--- src/rtl/wb_streamer_pkg.sv ---
// Shared definitions for the Wishbone stream reader/writer controllers:
// FSM state encoding and Wishbone cycle-type / burst-type constants.
package wb_streamer_pkg;

    typedef enum logic [1:0] {
        ST_IDLE  = 2'd0,
        ST_WAIT  = 2'd1,
        ST_BURST = 2'd2
    } state_e;

    localparam logic [2:0] CTI_CLASSIC = 3'b000;
    localparam logic [2:0] CTI_INC     = 3'b010;
    localparam logic [2:0] CTI_EOB     = 3'b111;

    localparam logic [1:0] BTE_LINEAR  = 2'b00;

endpackage

--- src/rtl/wb_stream_burst_len.sv ---
// Burst length selection: min(burst_size, MAX_BURST_LEN, remaining), with a
// requested burst size of 0 treated as single-beat bursts.
module wb_stream_burst_len #(
    parameter int AW            = 32,
    parameter int MAX_BURST_LEN = 16
) (
    input  logic [AW-1:0] burst_size_i,
    input  logic [AW-1:0] remaining_i,
    output logic [AW-1:0] blen_o
);

    logic [AW-1:0] req_len;
    logic [AW-1:0] clamp_len;

    always_comb begin
        req_len = (burst_size_i == '0) ? AW'(1) : burst_size_i;
        clamp_len = (req_len > AW'(MAX_BURST_LEN)) ? AW'(MAX_BURST_LEN) : req_len;
        blen_o = (clamp_len > remaining_i) ? remaining_i : clamp_len;
    end

endmodule

--- src/rtl/wb_stream_reader_ctrl.sv ---
// Stream-to-memory DMA master: drains a FWFT FIFO into memory via Wishbone
// incrementing bursts. Define WB_STREAM_READER_CIRCULAR_EN for ring-buffer capture.
module wb_stream_reader_ctrl
    import wb_streamer_pkg::*;
#(
    parameter int WB_AW         = 32,
    parameter int WB_DW         = 32,
    parameter int FIFO_AW       = 4,
    parameter int MAX_BURST_LEN = 2**FIFO_AW
) (
    input  logic                 wb_clk_i,
    input  logic                 wb_rst_i,
    output logic [WB_AW-1:0]     wbm_adr_o,
    output logic [WB_DW-1:0]     wbm_dat_o,
    output logic [WB_DW/8-1:0]   wbm_sel_o,
    output logic                 wbm_we_o,
    output logic                 wbm_cyc_o,
    output logic                 wbm_stb_o,
    output logic [2:0]           wbm_cti_o,
    output logic [1:0]           wbm_bte_o,
    input  logic [WB_DW-1:0]     wbm_dat_i,
    input  logic                 wbm_ack_i,
    input  logic                 wbm_err_i,
    input  logic                 wbm_rty_i,
    input  logic [WB_DW-1:0]     fifo_d,
    output logic                 fifo_rd,
    input  logic [FIFO_AW:0]     fifo_cnt,
    input  logic [WB_AW-1:0]     start_adr,
    input  logic [WB_AW-1:0]     buf_size,
    input  logic [WB_AW-1:0]     burst_size,
    input  logic                 enable,
    output logic                 busy,
    output logic                 done,
    output logic                 err
);

    localparam logic [WB_AW-1:0] ADR_INC = WB_AW'(WB_DW/8);

    state_e           state_q;
    logic [WB_AW-1:0] adr_q;
    logic [WB_AW-1:0] remaining_q;
    logic [WB_AW-1:0] beats_q;
    logic             cyc_q;
    logic             busy_q;
    logic             done_q;
    logic             err_q;

    logic [WB_AW-1:0] blen;
    logic [WB_AW-1:0] fifo_cnt_ext;
    logic             beat_ack;
    logic             last_beat;
    logic             unused_dat;

    wb_stream_burst_len #(
        .AW            (WB_AW),
        .MAX_BURST_LEN (MAX_BURST_LEN)
    ) u_burst_len (
        .burst_size_i (burst_size),
        .remaining_i  (remaining_q),
        .blen_o       (blen)
    );

    assign fifo_cnt_ext = WB_AW'(fifo_cnt);
    // err overrides ack and rty holds the beat, so only a clean ack consumes data
    assign beat_ack     = cyc_q & wbm_ack_i & ~wbm_err_i & ~wbm_rty_i;
    assign last_beat    = (beats_q == WB_AW'(1));
    assign fifo_rd      = beat_ack & ~wb_rst_i;

    assign wbm_adr_o = adr_q;
    assign wbm_dat_o = fifo_d;
    assign wbm_sel_o = '1;
    assign wbm_we_o  = 1'b1;
    assign wbm_cyc_o = cyc_q;
    assign wbm_stb_o = cyc_q;
    assign wbm_cti_o = !cyc_q ? CTI_CLASSIC : (last_beat ? CTI_EOB : CTI_INC);
    assign wbm_bte_o = BTE_LINEAR;
    assign busy      = busy_q;
    assign done      = done_q;
    assign err       = err_q;
    assign unused_dat = ^wbm_dat_i;

    always_ff @(posedge wb_clk_i) begin
        if (wb_rst_i) begin
            state_q     <= ST_IDLE;
            adr_q       <= '0;
            remaining_q <= '0;
            beats_q     <= '0;
            cyc_q       <= 1'b0;
            busy_q      <= 1'b0;
            done_q      <= 1'b0;
            err_q       <= 1'b0;
        end else begin
            done_q <= 1'b0;
            case (state_q)
                ST_IDLE: begin
                    if (enable && buf_size != '0) begin
                        adr_q       <= start_adr;
                        remaining_q <= buf_size;
                        err_q       <= 1'b0;
                        busy_q      <= 1'b1;
                        state_q     <= ST_WAIT;
                    end
                end
                ST_WAIT: begin
                    if (!enable) begin
                        busy_q  <= 1'b0;
                        state_q <= ST_IDLE;
                    end else if (fifo_cnt_ext >= blen) begin
                        cyc_q   <= 1'b1;
                        beats_q <= blen;
                        state_q <= ST_BURST;
                    end
                end
                ST_BURST: begin
                    if (wbm_err_i) begin
                        cyc_q   <= 1'b0;
                        err_q   <= 1'b1;
                        busy_q  <= 1'b0;
                        state_q <= ST_IDLE;
                    end else if (beat_ack) begin
                        adr_q       <= adr_q + ADR_INC;
                        beats_q     <= beats_q - WB_AW'(1);
                        remaining_q <= remaining_q - WB_AW'(1);
                        if (last_beat) begin
                            cyc_q <= 1'b0;
                            if (remaining_q == WB_AW'(1)) begin
                                done_q <= 1'b1;
`ifdef WB_STREAM_READER_CIRCULAR_EN
                                if (enable && buf_size != '0) begin
                                    adr_q       <= start_adr;
                                    remaining_q <= buf_size;
                                    state_q     <= ST_WAIT;
                                end else begin
                                    busy_q  <= 1'b0;
                                    state_q <= ST_IDLE;
                                end
`else
                                busy_q  <= 1'b0;
                                state_q <= ST_IDLE;
`endif
                            end else if (!enable) begin
                                busy_q  <= 1'b0;
                                state_q <= ST_IDLE;
                            end else begin
                                state_q <= ST_WAIT;
                            end
                        end
                    end
                end
                default: begin
                    cyc_q   <= 1'b0;
                    busy_q  <= 1'b0;
                    state_q <= ST_IDLE;
                end
            endcase
        end
    end

endmodule

--- config.mk ---
export PLATFORM = sky130hd
export DESIGN_NAME = wb_stream_reader_ctrl
export DESIGN_NICKNAME = d
export VERILOG_FILES = /design/src/rtl/wb_streamer_pkg.sv /design/src/rtl/wb_stream_burst_len.sv /design/src/rtl/wb_stream_reader_ctrl.sv
export SDC_FILE = /design/constraint.sdc
export NUM_CORES = 1
export LEC_CHECK = 0
export BUFFER_PORTS_ARGS = -buffer_cell sky130_fd_sc_hd__buf_2
export CAP_MARGIN = 20
export CORE_ASPECT_RATIO = 0.75
export CORE_MARGIN = 2
export CORE_UTILIZATION = 55
export DETAILED_ROUTE_END_ITERATION = 12
export PLACE_DENSITY = 0.86
export RECOVER_POWER = 100
export SLEW_MARGIN = 10
export SYNTH_ARGS = -nofsm -noshare
export SYNTH_HDL_FRONTEND = slang
export SYNTH_SLANG_ARGS = --single-unit
--- constraint.sdc ---
create_clock -name wb_clk_i -period 13.03 [get_ports wb_clk_i]
set_input_delay 2.606 -clock wb_clk_i [delete_from_list [all_inputs] [get_ports wb_clk_i]]
set_output_delay 2.606 -clock wb_clk_i [all_outputs]
set_load 0.05 [all_outputs]
==> flow_results.org <==
** Yosys
- Synth Area per Inst :: between 7 and 8 sq um
- Cell types occupying the most area after synthesis :: dfxtp_1 27%, a21oi_1 7.8%, ha_1 7.1%, nor2_1 5.1%, nand2_1 4.5%
- Ys async rst share :: 0%
- Number of synthesized flops with an enable pin :: 0
- Most area-hungry cell type in the Yosys netlist :: dfxtp_1
- Of the synthesized area, sequential elements account for between 20% and 30%.
- Post-synthesis instance area :: 0.00744 sq mm
- Netlist cell types :: 67
- Main flop type after synthesis :: dfxtp_1
- Number of cells produced by synthesis :: between 1k and 1.5k
- Summed over its instances, the top area cell type makes up around 27% of the synthesized netlist area.
- Number of register bits inferred by synthesis :: ~100
- Count of yosys warnings during synthesis :: 0

** Timing
- Final Cycle Share :: 72.4%
- Final hold slack :: 469 ps
- Shortest clock period the worst path allows after layout :: approximately 9400 ps
- Measured against its own limit, the worst slew margin works out to -120%.
- Setup repair after global routing left no endpoint under its margin.
- Hold violation total from the final report :: 0
- Accumulated negative setup slack :: 0 ps
- Final Max Tran Viols :: between 150 and 200
- Fmax :: 106 MHz
- For the pin with the worst max-slew slack, the measured transition is about 3300 ps.
- Clock Skew :: between 7 and 8 ps
- Setup WS post-layout :: 3600 ps
- Count of endpoints failing setup in the final report :: 0

** Layout
- The net count of the finished layout is ~1.3k.
- Total inserted antenna cells :: 0
- Commonest non-fill, non-tap cell in the layout :: a21oi_1
- The top cell types in the final layout, fill and taps aside, are 116 x a21oi_1, 103 x buf_2, 102 x dfxtp_1.
- The area growth from synthesis to layout is 11.2%.
- Share of cells above drive strength 1 :: 11.9%

** Route
- Remaining design rule violation count :: 0
- The first routing iteration left approximately 790 violations.
- Vias per cell :: around 6.1
- Post-Route WL :: approximately 21 mm
- Detail-routed net length per standard cell :: 15.9 um
- Total number of vias :: 7965
- Post-detailed-route count of antenna-violating nets :: 0
- The pre-antenna-repair detailed-routing pass consisted of 5 iterations.

** Power
- Summed over all nets, the switching power comes to ~310 uW.
- In this run, flip-flops and latches consume 39.3% of the power.
- Internal power :: around 590 uW
- Clock Power Share :: between 30% and 40%
- Total power density per cell area :: roughly 110 mW/mm^2
- Leakage power :: ~0.0033 uW
- Power comes to ~900 uW.
- Switching share of power :: between 30% and 40%
- Combinational Power Share :: approximately 28%
- Across the VDD grid, the largest voltage drop is 0.0782 mV.

** Worst setup path
- Critical path, cell by cell :: buf_2 > nor4_1 > nand2_1 > nor3_1 > nand2b_1 > o21bai_1 > ha_1 > nor2b_1 > o211ai_1 > a2111o_1 > a311oi_1 > nor2_1 > clkbuf_1 > mux2i_1 > ha_1 > nand2b_1 > a21o_1 > a21o_1 > a21o_1 > a21o_1 > a31oi_1 > clkbuf_1 > o211ai_1 > o31ai_1
- CP bufs+invs :: 3
- Critical Path AT :: around 9700 ps
- Cell at the slowest stage of the critical path :: clkbuf_1
- Peak per-stage delay on the critical path :: 1630 ps
- In this design, the critical path's most frequently occurring cell is a21o_1.
- Maximum fanout along the worst path :: between 40 and 50
- CP Launch Type :: primary input
- Crit path kind :: primary input to flop
- Category of cells accounting for the largest share of critical-path delay :: compound AO/OA/AOI/OAI gates
- At the worst endpoint, the required time is 13260 ps.
- STA classifies the critical path endpoint as a flop.

** Global route
- Pin count of the biggest net entering global routing :: just over 100
- The first global-routing pass estimated 34.2 mm of wire.
- Via count of the first global-routing pass :: ~7k
- Global routing finished with a remaining overflow of 0.
- The initial antenna violation count is 1.
- Total global-route track usage :: about 28%

** Floorplan
- Measured along the x axis, the die boundary spans between 100 and 150 um.
- Die Outline Area :: 0.0145 sq mm
- Overall die height :: ~100 um
- Ports :: between 200 and 300
- Number of placement rows :: 36
- The initial utilization of the core area, before any placement, comes to between 50 and 60%.
- The total area inside the core boundary comes to approximately 0.013 sq mm.

** CTS
- Clock-pin slew reported for the worst setup and hold paths after clock tree synthesis :: 70 ps
- Clock latency on the worst-skew pair, taken at its later pin, is ~350 ps.
- Clk sink count :: 102
- Cts repair resizes :: 0
- Once the clock tree was built, the setup fixing pass inserted 0 buffers.
- Longest Clk Path Bufs :: 2
- CTS built an H-tree with a depth of 3.
- TritonCTS built the clock tree.
- Buffers inserted to repair hold after CTS numbered 0.
- Number of buffers added by the clock tree synthesis step :: 9
- The tree is rooted in a clkbuf_16.

** Place
- HPWL Detailed :: roughly 14 mm
- Routability-driven placement finished with a final weighted congestion of between 0.8 and 0.9.
- Before CTS, the worst setup slack after placement is roughly 4900 ps.
- Number of buffers inserted by port buffering :: roughly 150

** Status
- The checks that failed: capacitance limit, slew limit.
- The flow ran to the end, but the final reports show violations.

** Run
- Max Cap Violations :: 3

** Hold path
- Type of the worst min-delay path :: flop to flop
-- synth_stat cells (3+ instances only) --
cell and instances:
a32o_1 5, nand3_1 25, mux2i_1 13, o22ai_1 19
nand2_1 90, a311oi_1 3, o32ai_1 11, nand2b_1 5
nor2_1 101, a22o_1 3, dfxtp_1 102, a211oi_1 37
nor4_1 30, xnor2_1 11, o21ai_0 67, or4_1 3
ha_1 42, o31ai_1 5, or3_1 9, a21o_1 8
o21bai_1 3, and3_1 15, nor3_1 44, inv_1 56
clkbuf_1 58, o41ai_1 4, nand3b_1 4, nor2b_1 5
a22oi_1 11, a31oi_1 11, a21oi_1 116, and2_1 3
o21a_1 5, buf_4 42, and4_1 4, nand4_1 19
-- area by class of cell --
| type | count | area [sq um] |
|---|---|---|
| clock buffers | 10 | 229 |
| clock inverters | 6 | 86.3 |
| fillers | 1169 | 4840 |
| inverters | 56 | 210 |
| multi-input cells | 799 | 4780 |
| flip-flops and latches | 102 | 2040 |
| well taps | 171 | 214 |
| repair buffers | 153 | 714 |
-- power by group through the flow --
stage | Sequential, uW | Combinational [uW] | Clock, uW
after floorplan | 385 | 188 | 0
after global placement | 361 | 247 | 0
after detailed placement | 361 | 252 | 0
after CTS | 354 | 254 | 294
after global routing | 358 | 283 | 308
final | 355 | 256 | 292
-- worst reg2reg max path: stages (launching register included) --
cell and delay [ps]:
dfxtp_1 420, inv_1 130, ha_1 340, nand4_1 110
nor4_1 360, a311oi_1 120, nor2_1 110, clkbuf_1 560
mux2i_1 330, ha_1 260, nand2b_1 140, a21o_1 170
a21o_1 160, a21o_1 170, a21o_1 200, a31oi_1 310
clkbuf_1 1630, o211ai_1 320, o31ai_1 170
-- final timing paths --
| check | start | end | slack [ps] | cells past startpoint |
|---|---|---|---|---|
| setup reg to reg | remaining_q[3]$_SDFFE_PP0P_ | beats_q[27]$_SDFFE_PP0P_ | 6900 | 18 |
| hold / removal | beats_q[4]$_SDFFE_PP0P_ | beats_q[4]$_SDFFE_PP0P_ | 470 | 2 |
| setup / recovery | burst_size[7] | beats_q[27]$_SDFFE_PP0P_ | 3600 | 24 |
| hold reg to reg | beats_q[4]$_SDFFE_PP0P_ | beats_q[4]$_SDFFE_PP0P_ | 470 | 2 |
-- flip-flops by register name, summed over array words and instances, names as in the netlist --
register,cells
state_q,2
done,1
busy,1
wbm_cyc_o,1
beats_q,32
err,1
remaining_q,32
wbm_adr_o,32
-- stage by stage --
step / std cells / cell area, sq um / util, %
2_1_floorplan: 1061 / 7560 / -
3_3_place_gp: 1281 / 8040 / 61.3
3_5_place_dp: 1281 / 8040 / 61.3
4_1_cts: 1297 / 8360 / 63.7
5_1_grt: 1297 / 8270 / 63.1
6_report: 1297 / 8270 / 63.1
-- cells by family after synthesis --
family / count (synthesis) / share of synthesized area, %
multiplexers: 13 / 1.75
XOR/XNOR: 13 / 1.53
flip-flops: 102 / 27.4
adder cells (fa/ha/maj): 42 / 7.06
AND/OR/NAND/NOR: 367 / 24.2
buffers and inverters: 160 / 10.2
other: 2 / 0.101
AO/OA/AOI/OAI: 330 / 27.7
-- metal layers --
metal  wire [um]  share of wire, %  up-vias  global-route usage, %
met1        9240                45     3675                   39.4
met2        9000                44      374                   42.5
met5           0                 0        -                      0
met3        2120                10       26                   7.24
li1            -                 -     3890                      -
met4         260               1.3        0                   6.92
Note: power is estimated with default switching activity, not from simulation.
